==> src/rtl/prefetch_queue_pkg.sv <==
// +-----------------------------------------------------------------------+
// | prefetch_queue_pkg : shared reset CS:IP and physical address helpers  |
// | Revision: 1.0                                                         |
// +-----------------------------------------------------------------------+
`default_nettype none

package prefetch_queue_pkg;

    localparam int          PADDR_W  = 20;
    localparam logic [15:0] RESET_CS = 16'hF000;
    localparam logic [15:0] RESET_IP = 16'hFFF0;

    // Segment*16 + offset; the carry out of bit 19 is dropped so the sum wraps to low memory.
    function automatic logic [PADDR_W-1:0] phys_addr(input logic [15:0] cs, input logic [15:0] ip);
        return {cs, 4'b0000} + {4'b0000, ip};
    endfunction

endpackage

`default_nettype wire

==> src/rtl/prefetch_queue_ring.sv <==
// +-----------------------------------------------------------------------+
// | pf_ring : DEPTH x 8 byte ring buffer with head/tail pointers and count|
// | Revision: 1.0                                                         |
// +-----------------------------------------------------------------------+
`default_nettype none

module pf_ring #(
    parameter int DEPTH = 8
) (
    input  logic                     clock,
    input  logic                     reset,
    input  logic                     clear,
    input  logic                     push,
    input  logic [7:0]               push_data,
    input  logic                     pop,
    output logic [7:0]               data,
    output logic                     valid,
    output logic [$clog2(DEPTH):0]   count
);

    localparam int AW = $clog2(DEPTH);
    localparam int CW = AW + 1;

    logic [7:0]    store [DEPTH];
    logic [AW-1:0] head;
    logic [AW-1:0] tail;
    logic          pop_ok;

    assign valid  = (count != '0);
    assign pop_ok = pop && valid;
    // Force a clean zero while empty so the head byte never exposes stale storage.
    assign data   = valid ? store[head] : 8'h00;

    always_ff @(posedge clock) begin
        if (push) begin
            store[tail] <= push_data;
        end
    end

    always_ff @(posedge clock) begin
        if (reset || clear) begin
            head  <= '0;
            tail  <= '0;
            count <= '0;
        end else begin
            if (push) begin
                tail <= tail + AW'(1);
            end
            if (pop_ok) begin
                head <= head + AW'(1);
            end
            case ({push, pop_ok})
                2'b10:   count <= count + CW'(1);
                2'b01:   count <= count - CW'(1);
                default: count <= count;
            endcase
        end
    end

endmodule

`default_nettype wire

==> src/rtl/prefetch_queue.sv <==
// +-----------------------------------------------------------------------+
// | prefetch_queue : byte-wide code prefetch queue fetching at CS:IP      |
// | Revision: 1.0                                                         |
// +-----------------------------------------------------------------------+
`default_nettype none

module prefetch_queue
    import prefetch_queue_pkg::*;
#(
    parameter int DEPTH = 8
) (
    input  logic               clock,
    input  logic               reset,
    input  logic               flush,
    input  logic [15:0]        flush_cs,
    input  logic [15:0]        flush_ip,
    output logic [7:0]         q_byte,
    output logic [15:0]        q_ip,
    output logic               q_valid,
    input  logic               q_ready,
    input  logic               bus_busy,
    output logic               mem_req,
    output logic [PADDR_W-1:0] mem_address,
    input  logic [7:0]         mem_data
);

    localparam int CW = $clog2(DEPTH) + 1;

    logic [15:0]   fcs;
    logic [15:0]   fip;
    logic          inflight;
    logic [CW-1:0] count;
    logic [CW-1:0] pending;
    logic          push;
    logic          pop;

    // Reserve a slot for the read still on the bus so the ring can never overflow.
    assign pending     = count + CW'(inflight);
    assign mem_req     = !reset && !flush && !bus_busy && (pending < CW'(DEPTH));
    assign mem_address = phys_addr(fcs, fip);

    // A flush cancels the read issued last cycle: its returning byte is simply not pushed.
    assign push = inflight && !flush && !reset;
    assign pop  = q_valid && q_ready && !flush;

    always_ff @(posedge clock) begin
        if (reset) begin
            fcs      <= RESET_CS;
            fip      <= RESET_IP;
            q_ip     <= RESET_IP;
            inflight <= 1'b0;
        end else if (flush) begin
            fcs      <= flush_cs;
            fip      <= flush_ip;
            q_ip     <= flush_ip;
            inflight <= 1'b0;
        end else begin
            inflight <= mem_req;
            if (mem_req) begin
                fip <= fip + 16'd1;
            end
            if (pop) begin
                q_ip <= q_ip + 16'd1;
            end
        end
    end

    pf_ring #(
        .DEPTH (DEPTH)
    ) u_ring (
        .clock     (clock),
        .reset     (reset),
        .clear     (flush),
        .push      (push),
        .push_data (mem_data),
        .pop       (pop),
        .data      (q_byte),
        .valid     (q_valid),
        .count     (count)
    );

endmodule

`default_nettype wire

==> config.mk <==
export PLATFORM = sky130hd
export DESIGN_NAME = prefetch_queue
export DESIGN_NICKNAME = d
export VERILOG_FILES = /design/src/rtl/prefetch_queue_pkg.sv /design/src/rtl/prefetch_queue_ring.sv /design/src/rtl/prefetch_queue.sv
export SDC_FILE = /design/constraint.sdc
export NUM_CORES = 1
export LEC_CHECK = 0
export BUFFER_PORTS_ARGS = -buffer_cell sky130_fd_sc_hd__buf_2
export CAP_MARGIN = 25
export CORE_MARGIN = 1.5
export CORE_UTILIZATION = 40
export DETAILED_ROUTE_END_ITERATION = 16
export GPL_TIMING_DRIVEN = 0
export SYNTH_ARGS = -nofsm -noshare
export SYNTH_HDL_FRONTEND = slang
export SYNTH_SLANG_ARGS = --single-unit
export TNS_END_PERCENT = 5
==> constraint.sdc <==
create_clock -name clock -period 3.1 [get_ports clock]
set_input_delay 0.155 -clock clock [delete_from_list [all_inputs] [get_ports clock]]
set_output_delay 0.155 -clock clock [all_outputs]
set_load 0.05 [all_outputs]
# Word level (Yosys, flattened, before mapping)

Memory sizes are Yosys's and may differ from the RTL's. A register that Yosys moved wholly into a read port is not among the register bits.
Cells that the tools add are included.

Bits in registers: 59
Bits in latches: 0
RAM bits: 64
ROM bits: 0
Output and inout port bits: 46
Memories kept: 1

Memory list:

| name         | words | bits a word | rd ports | clocked after Yosys merged registers in | wr ports | RTL line                  | RTL |
|---|---|---|---|---|---|---|---|
| u_ring.store | 8     | 8           | 1        | 1                                       | 1        | prefetch_queue_ring.sv:24 | `logic [7:0] store [DEPTH];` |

Add/sub/neg operators: 8
$mul: 0
Divide/modulo/power cells: 0
Magnitude comparators: 1
Eq/ne operators: 2
Shifts and indexed selects: 0
Mux-type cells: 10
Bitwise logic cells: 0
Reductions and logical operators: 17

Operators by type and width:

| kind                    | count |
|---|---|
| $mux W16                | 4 |
| $add A16 B1 Y16 const B | 2 |
| $add A20 B16 Y20        | 1 |
| $logic_and A1 B1 Y1     | 8 |
| $mux W8                 | 1 |
| $pmux W4 S2             | 1 |
| $add A3 B1 Y3 const B   | 2 |
| $mux W3                 | 2 |
| $reduce_bool A2 Y1      | 3 |
| $add A4 B1 Y4           | 1 |
| $add A4 B1 Y4 const B   | 1 |
| $lt A4 B4 Y1 const B    | 1 |
| $reduce_bool A4 Y1      | 1 |
| $sub A4 B1 Y4 const B   | 1 |
| $logic_not A1 Y1        | 3 |
| $eq A2 B1 Y1 const B    | 1 |
| $eq A2 B2 Y1 const B    | 1 |
| $mux W1                 | 2 |
| $reduce_or A2 Y1        | 1 |
| $logic_or A1 B1 Y1      | 1 |

# Longest topological paths before layout

Gate-level depths: netlist of run 1.

Depth in word-level cells: 6
Depth in mapped cells: 11

# Hierarchy

From an unflattened synthesis of run 1, not the netlist that was laid out.

Cells, all modules: 524
Area, all modules: 6065.8 um^2

Modules (own cells, without submodules):

| module         | times used | cells an instance | area each (um^2) | sequential area each (um^2) |
|---|---|---|---|---|
| pf_ring        | 1          | 174               | 3085.5           | 2182.1 |
| prefetch_queue | 1          | 350               | 2980.4           | 980.9 |

# Worst setup path before layout of run 1

No wires, ideal clock.

Path kind: register -> output
From: reg fip[4]
To: out mem_address[18]
Data arrival time: 2.912 ns
Data required time: 2.945 ns
Slack: 0.033 ns
Cell stages (with the launch flop): 7
Path buffers: 0
Cells stage by stage: dfxtp_1 > ha_1 > fa_1 > a21o_1 > a221o_1 > and2_1 > o311ai_1

Cells in the longest elaborated chain, start to end: 1

Ends and longest elaborated chain:

| what                   | RTL line                 | RTL |
|---|---|---|
| start, declared        | prefetch_queue.sv:30     | `logic [15:0] fip;` |
| start signal, assigned | prefetch_queue.sv:54     | `fip <= flush_ip;` |
| start signal, assigned | prefetch_queue.sv:60     | `fip <= fip + 16'd1;` |
| $add A20 B16 Y20       | prefetch_queue_pkg.sv:15 | `return {cs, 4'b0000} + {4'b0000, ip};` |
| end, declared          | prefetch_queue.sv:23     | `output logic [PADDR_W-1:0] mem_address,` |

Every way passes these cells.

# Worst setup path after layout of run 1

Same ends and word-level chain as after synthesis.

==> results of run 1 <==
cell usage after synthesis, drive strengths merged (8+ instances only):
library cell  instances
nand4                16
nand3                12
nor3                 30
a21oi                21
clkbuf               12
nor2                 59
xnor2                10
o21ai                10
a31oi                 8
buf                  22
and4                 11
mux2i                28
xor2                 10
nand2b                9
a2111oi               8
edfxtp               64
ha                   19
and2                 10
dfxtp                62
and3                 22
inv                   8
nand2                33
a211oi               10
mux4                 16
flip-flops by register name, summed over array words and instances (netlist names), named ones only:
signal / count
u_ring.count: 4
u_ring.tail: 3
inflight: 1
fcs: 16
q_ip: 16
fip: 16
u_ring.head: 3
u_ring.store: 64
metrics by stage:
step,total power (W),hold WS (ns),util,setup slack (ns)
finish,0.00455,0.0150,0.504,0.102
global route,0.00472,0.0160,0.504,0.00699
global placement,0.00266,0.374,0.455,-0.0374
floorplan,0.00246,0.254,-,0.0326
detailed placement,0.00267,0.380,0.456,0.359
CTS,0.00457,0.00641,0.503,0.109
final timing paths:
check	from	to	slack (ns)	depth (start not counted)
max	fip[4]	mem_address[18]	0.10	7
min	mem_data[4]	u_ring.store[1][4]	0.02	1
max reg2reg	u_ring.count[3]	u_ring.count[2]	0.50	10
min reg2reg	fcs[10]	fcs[10]	0.50	2
per-layer routing:
metal,global-route usage,wire length (µm)
met5,0,0
met4,0.0847,358
met3,0.0497,947
met2,0.337,8070
met1,0.268,7660
cell families after synthesis:
| logic type | after synthesis | synth area share |
|---|---|---|
| xor+xnor | 20 | 0.0269 |
| fa+ha+maj | 20 | 0.0397 |
| buf+inv | 42 | 0.0345 |
| simple gates | 234 | 0.194 |
| mux | 46 | 0.103 |
| compound gates | 99 | 0.115 |
| flops | 126 | 0.487 |
where the power goes:
part / leakage, nW / switching, W / internal (W) / total [W]
Combinational: 1.71 / 0.000559 / 0.000261 / 0.000820
Clock: 0.273 / 0.000773 / 0.00111 / 0.00188
Sequential: 1.09 / 0.0000537 / 0.00179 / 0.00185
Total: 3.07 / 0.00139 / 0.00316 / 0.00455
timing repair:
| item | in CTS | in global routing |
|---|---|---|
| endpoints found under the hold margin | 32 | 0 |
| hold buffers | 18 | 0 |
| gates resized for setup | 0 | 3 |
| endpoints found under the setup margin | 0 | 1 |
| buffers inserted | 0 | 1 |
final cells by class:
| cell class | instances | area, µm² | share of cell area |
|---|---|---|---|
| clock inverters | 12 | 103 | 0.0128 |
| multi-input cells | 419 | 3130 | 0.391 |
| flip-flops and latches | 126 | 3160 | 0.395 |
| clock buffers | 20 | 468 | 0.0585 |
| well taps | 216 | 270 | 0.0338 |
| plain buffers | 34 | 194 | 0.0242 |
| repair buffers | 110 | 648 | 0.0810 |
| inverters | 8 | 30.0 | 0.00375 |
worst max-delay path, cell delays in order, from the launching register on:
cell,delay (ns)
dfxtp_1,0.39
ha_2,0.23
fa_1,0.40
a21o_1,0.22
a221o_1,0.42
and2_1,0.17
o311ai_1,0.32
buf_4,0.27
cells in the final DEF (no fill, tap or decap), types with 10 or more instances in the layout:
cell type      count
dlygate4sd3_1     18
dfxtp_1           62
and3_1            22
buf_2             96
xor2_1            10
nor3_1            28
o21ai_0           10
ha_1              18
and2_1            10
nand2_1           33
xnor2_1           10
nor2_1            59
clkbuf_16         18
buf_4             10
mux4_2            16
mux2i_1           27
nand4_1           15
a21oi_1           21
clkbuf_1          13
nand3_1           12
edfxtp_1          64
==> results.json, run 1 <==
{
  "status": "completed",
  "nets": 781,
  "critPathKind": "reg -> out",
  "tightestPinTransition_ns": 0.969,
  "fin_tns_setup_ns": 0,
  "root_buffer": "clkbuf_16",
  "wl_mm": 17.0,
  "ant_nets": 0,
  "dpl_cell_area_mm2": 0.00724,
  "ys_top_cells_by_area": "edfxtp_1 (30%), dfxtp_1 (19%), mux4_2 (5.5%), mux2i_1 (4.2%), ha_1 (3.7%)",
  "finalHoldViolations": 0,
  "fin_crit_sh": 0.967,
  "synth.top_cell.area_share": 0.296,
  "relSlewSlack": 0.351,
  "clock-sinks": 126,
  "setup_violations": 0,
  "io_pins": 91,
  "synth_warnings": 0,
  "final_layout_size_suffix_gt1_frac": 0.239,
  "synth-edff-count": 64,
  "ir_drop_mv": 0.438,
  "initial_core_util": 0.409,
  "grt_pass1_vias": 5285,
  "synthArstFlopShare": 0,
  "die_h_um": 130,
  "powerDensity_mw_per_mm2": 568,
  "cp-end-kind": "output port",
  "wire_per_inst_um": 18.0,
  "yosysSeqAreaShare": 0.487,
  "fin_area_mm2": 0.00800,
  "path_max_fanout": 8,
  "row_count": 46,
  "htreeDepth": 4,
  "drtIter0Drc": 323,
  "fillerInstances": 1496,
  "area_growth_pct": 23.1,
  "firstDrtPassIters": 4,
  "period_needed_ns": 3.00,
  "power_leakage_nw": 3.07,
  "grt-ovfl-total": 0,
  "grtUsageTotal": 0.208,
  "ys_ff_latch": 126,
  "crit_required_ns": 2.94,
  "antenna_cells": 0,
  "cts_made_buffers": 17,
  "viasPerCell": 5.61,
  "synth_ff_type": "edfxtp_1",
  "clkLatencyLatePin_ns": 0.42,
  "skew_ns": 0.0121,
  "critPathArrivalTime_ns": 2.84,
  "die-width_um": 130,
  "final_cells": 945,
  "placedCellCount": 894,
  "rsz0062_at_grt": "false",
  "maxSlewViolCount": 0,
  "dpl.hpwl_mm": 12.2,
  "clockBufferDepth": 2,
  "coreArea_mm2": 0.0159,
  "ys_types": 70,
  "grt_max_degree": 17,
  "gp_congestion": 0.902,
  "grt_pass1_wl_mm": 26.9,
  "syn-cell-area_mm2": 0.00650,
  "hp-class": "in -> reg",
  "antenna_found_initial": 0,
  "avgSynthCellArea_um2": 11.1,
  "port_buffers": 90,
  "max_cap_viol_count": 0,
  "fmax_mhz": 334,
  "path_clk_slew_ns": 0.06,
  "synth.largest_area_cell": "edfxtp_1",
  "tritoncts": "yes",
  "dieArea_mm2": 0.0170,
  "syn_inst": 587,
  "crit_path_start_kind": "register",
  "num_vias": 5306,
  "drcViolationCount": 0,
  "syn_nets": 652
}
No activity file was read; power rests on OpenSTA's default activity.
==> run 2, diff against run 1 <==
- CELL_PAD_IN_SITES_DETAIL_PLACEMENT: default -> 0
- CELL_PAD_IN_SITES_GLOBAL_PLACEMENT: default -> 1
- PLACE_DENSITY_LB_ADDON: default -> 0.1
==> run 2 against run 1 <==
Against the previous run: register-to-register slack got worse by 0.20 ns; global-route usage up 0.63 points; core utilization rose by 0.27 points; combinational power rose by 1%; maximum frequency grew 3.0%; sequential share of layout area fell by 0.19 points; power is 1.6% higher; first-iteration DRC count grew 11%; routed wire length rose by 2.7%; clock-buffer cell count decreased by 3; critical path type unchanged; critical endpoint unchanged.
==> results.json, run 2 (same netlist as run 1, synthesis figures left out) <==
{
  "antenna_found_initial": 0,
  "ant_nets": 0,
  "nets": 787,
  "tightestPinTransition_ns": 0.924,
  "layout_common_cells": "buf_2 (96), edfxtp_1 (64), dfxtp_1 (61), nor2_1 (59), nand2_1 (33)",
  "rsz0062_at_grt": "false",
  "tritoncts": "yes",
  "viasPerCell": 5.56,
  "final_common_cell": "buf_2",
  "maxSlewViolCount": 0,
  "critPathKind": "reg -> out",
  "coreArea_mm2": 0.0159,
  "p_int_w": 0.00318,
  "regMostFlops": "u_ring.store",
  "io_pins": 91,
  "clock-sinks": 126,
  "grtUsageTotal": 0.214,
  "crit_required_ns": 2.94,
  "gp_congestion": 0.814,
  "clkLatencyLatePin_ns": 0.42,
  "dpl.hpwl_mm": 12.7,
  "ir_drop_mv": 0.352,
  "drtIter0Drc": 357,
  "hp-class": "in -> reg",
  "skew_ns": 0.0106,
  "die_h_um": 130,
  "p_sw_frac": 0.311,
  "final_layout_size_suffix_gt1_frac": 0.238,
  "root_buffer": "clkbuf_16",
  "grt_pass1_wl_mm": 27.3,
  "power_frac_seq": 0.400,
  "firstDrtPassIters": 5,
  "fin_crit_sh": 0.939,
  "dieArea_mm2": 0.0170,
  "grt_pass1_vias": 5046,
  "p_sw_w": 0.00144,
  "pwr-share-clk": 0.421,
  "powerDensity_mw_per_mm2": 574,
  "worst_slack_ns": 0.190,
  "fin_util": 0.506,
  "path_clk_slew_ns": 0.06,
  "dpl_cell_area_mm2": 0.00724,
  "post-place-ws_ns": 0.302,
  "period_needed_ns": 2.91,
  "path_max_fanout": 8,
  "initial_core_util": 0.409,
  "area_growth_pct": 23.8,
  "max_cap_viol_count": 0,
  "pwr-share-comb": 0.179,
  "setup_violations": 0,
  "htreeDepth": 4,
  "num_vias": 5287,
  "crit_path_start_kind": "register",
  "critPathArrivalTime_ns": 2.75,
  "clockBufferDepth": 2,
  "antenna_cells": 0,
  "die-width_um": 130,
  "fillerInstances": 1492,
  "cts_made_buffers": 17,
  "fmax_mhz": 344,
  "power.total_w": 0.00462,
  "fin_area_mm2": 0.00804,
  "wire_per_inst_um": 18.4,
  "row_count": 46,
  "grt_max_degree": 17,
  "wl_mm": 17.5,
  "hold_ws_ns": 0.0165,
  "largest_register_ffs": 64,
  "port_buffers": 90,
  "finalHoldViolations": 0,
  "grt-ovfl-total": 0,
  "relSlewSlack": 0.381,
  "power_leakage_nw": 3.09,
  "status": "completed",
  "drcViolationCount": 0,
  "cp-end-kind": "output port"
}
[run 2: cell count changes in the layout (fill, tap and decap cells not counted), moves of 2 or more]
cell,change
dlygate4sd3_1,+3
inv_6,+4
clkinv_4,-5
nor3_2,-2
buf_4,+3
nor3_1,+2
[run 2: worst max-delay path: stages (launching register included)]
cell	delay (ns)
dfxtp_2	0.37
ha_1	0.23
fa_1	0.41
a21o_1	0.21
a221o_1	0.43
and2_1	0.18
o311ai_1	0.27
buf_4	0.24
[run 2: final cells by class]
| class | count | area, µm² | area share |
|---|---|---|---|
| sequential | 126 | 3160 | 0.393 |
| clock buffer | 17 | 425 | 0.0529 |
| multi-input combinational | 419 | 3110 | 0.387 |
| clock inverter | 15 | 146 | 0.0182 |
| inverter | 8 | 30.0 | 0.00373 |
| timing repair buffer | 116 | 701 | 0.0871 |
| buffer | 34 | 194 | 0.0241 |
| tap | 216 | 270 | 0.0336 |
[run 2: through the flow]
step,cells,setup TNS [ns]
3_3_place_gp,893,-0.327
3_5_place_dp,896,0
5_1_grt,951,0
6_report,951,0
2_1_floorplan,587,0
4_1_cts,949,0
[run 2: final timing paths]
kind	start	to	slack [ns]	depth (start not counted)
max reg2reg	u_ring.count[1]	u_ring.count[2]	0.30	11
min reg2reg	u_ring.head[1]	register	0.48	2
max	fip[4]	mem_address[18]	0.19	7
min	mem_data[7]	u_ring.store[1][7]	0.02	1
[run 2: metal layers]
metal,global-route usage,vias up,share of wire
met3,0.0529,22,0.047
met4,0.0698,0,0.017
met1,0.283,2562,0.45
li1,-,2537,-
met2,0.347,166,0.48
met5,0,-,0
[run 2: what timing repair did]
| action | 4_1_cts | 5_1_grt |
|---|---|---|
| gates resized for setup | 0 | 3 |
| buffers inserted | 0 | 2 |
| setup endpoints to repair | 0 | 1 |
| hold endpoints to repair | 41 | 0 |
| hold buffers | 21 | 0 |
[run 2: power by group through the flow]
stage / clock (W) / combinational, W / sequential (W)
2_1_floorplan: 0 / 0.000551 / 0.00191
3_3_place_gp: 0 / 0.000791 / 0.00188
3_5_place_dp: 0 / 0.000798 / 0.00188
4_1_cts: 0.00199 / 0.000822 / 0.00184
5_1_grt: 0.00207 / 0.000891 / 0.00185
6_report: 0.00195 / 0.000828 / 0.00185
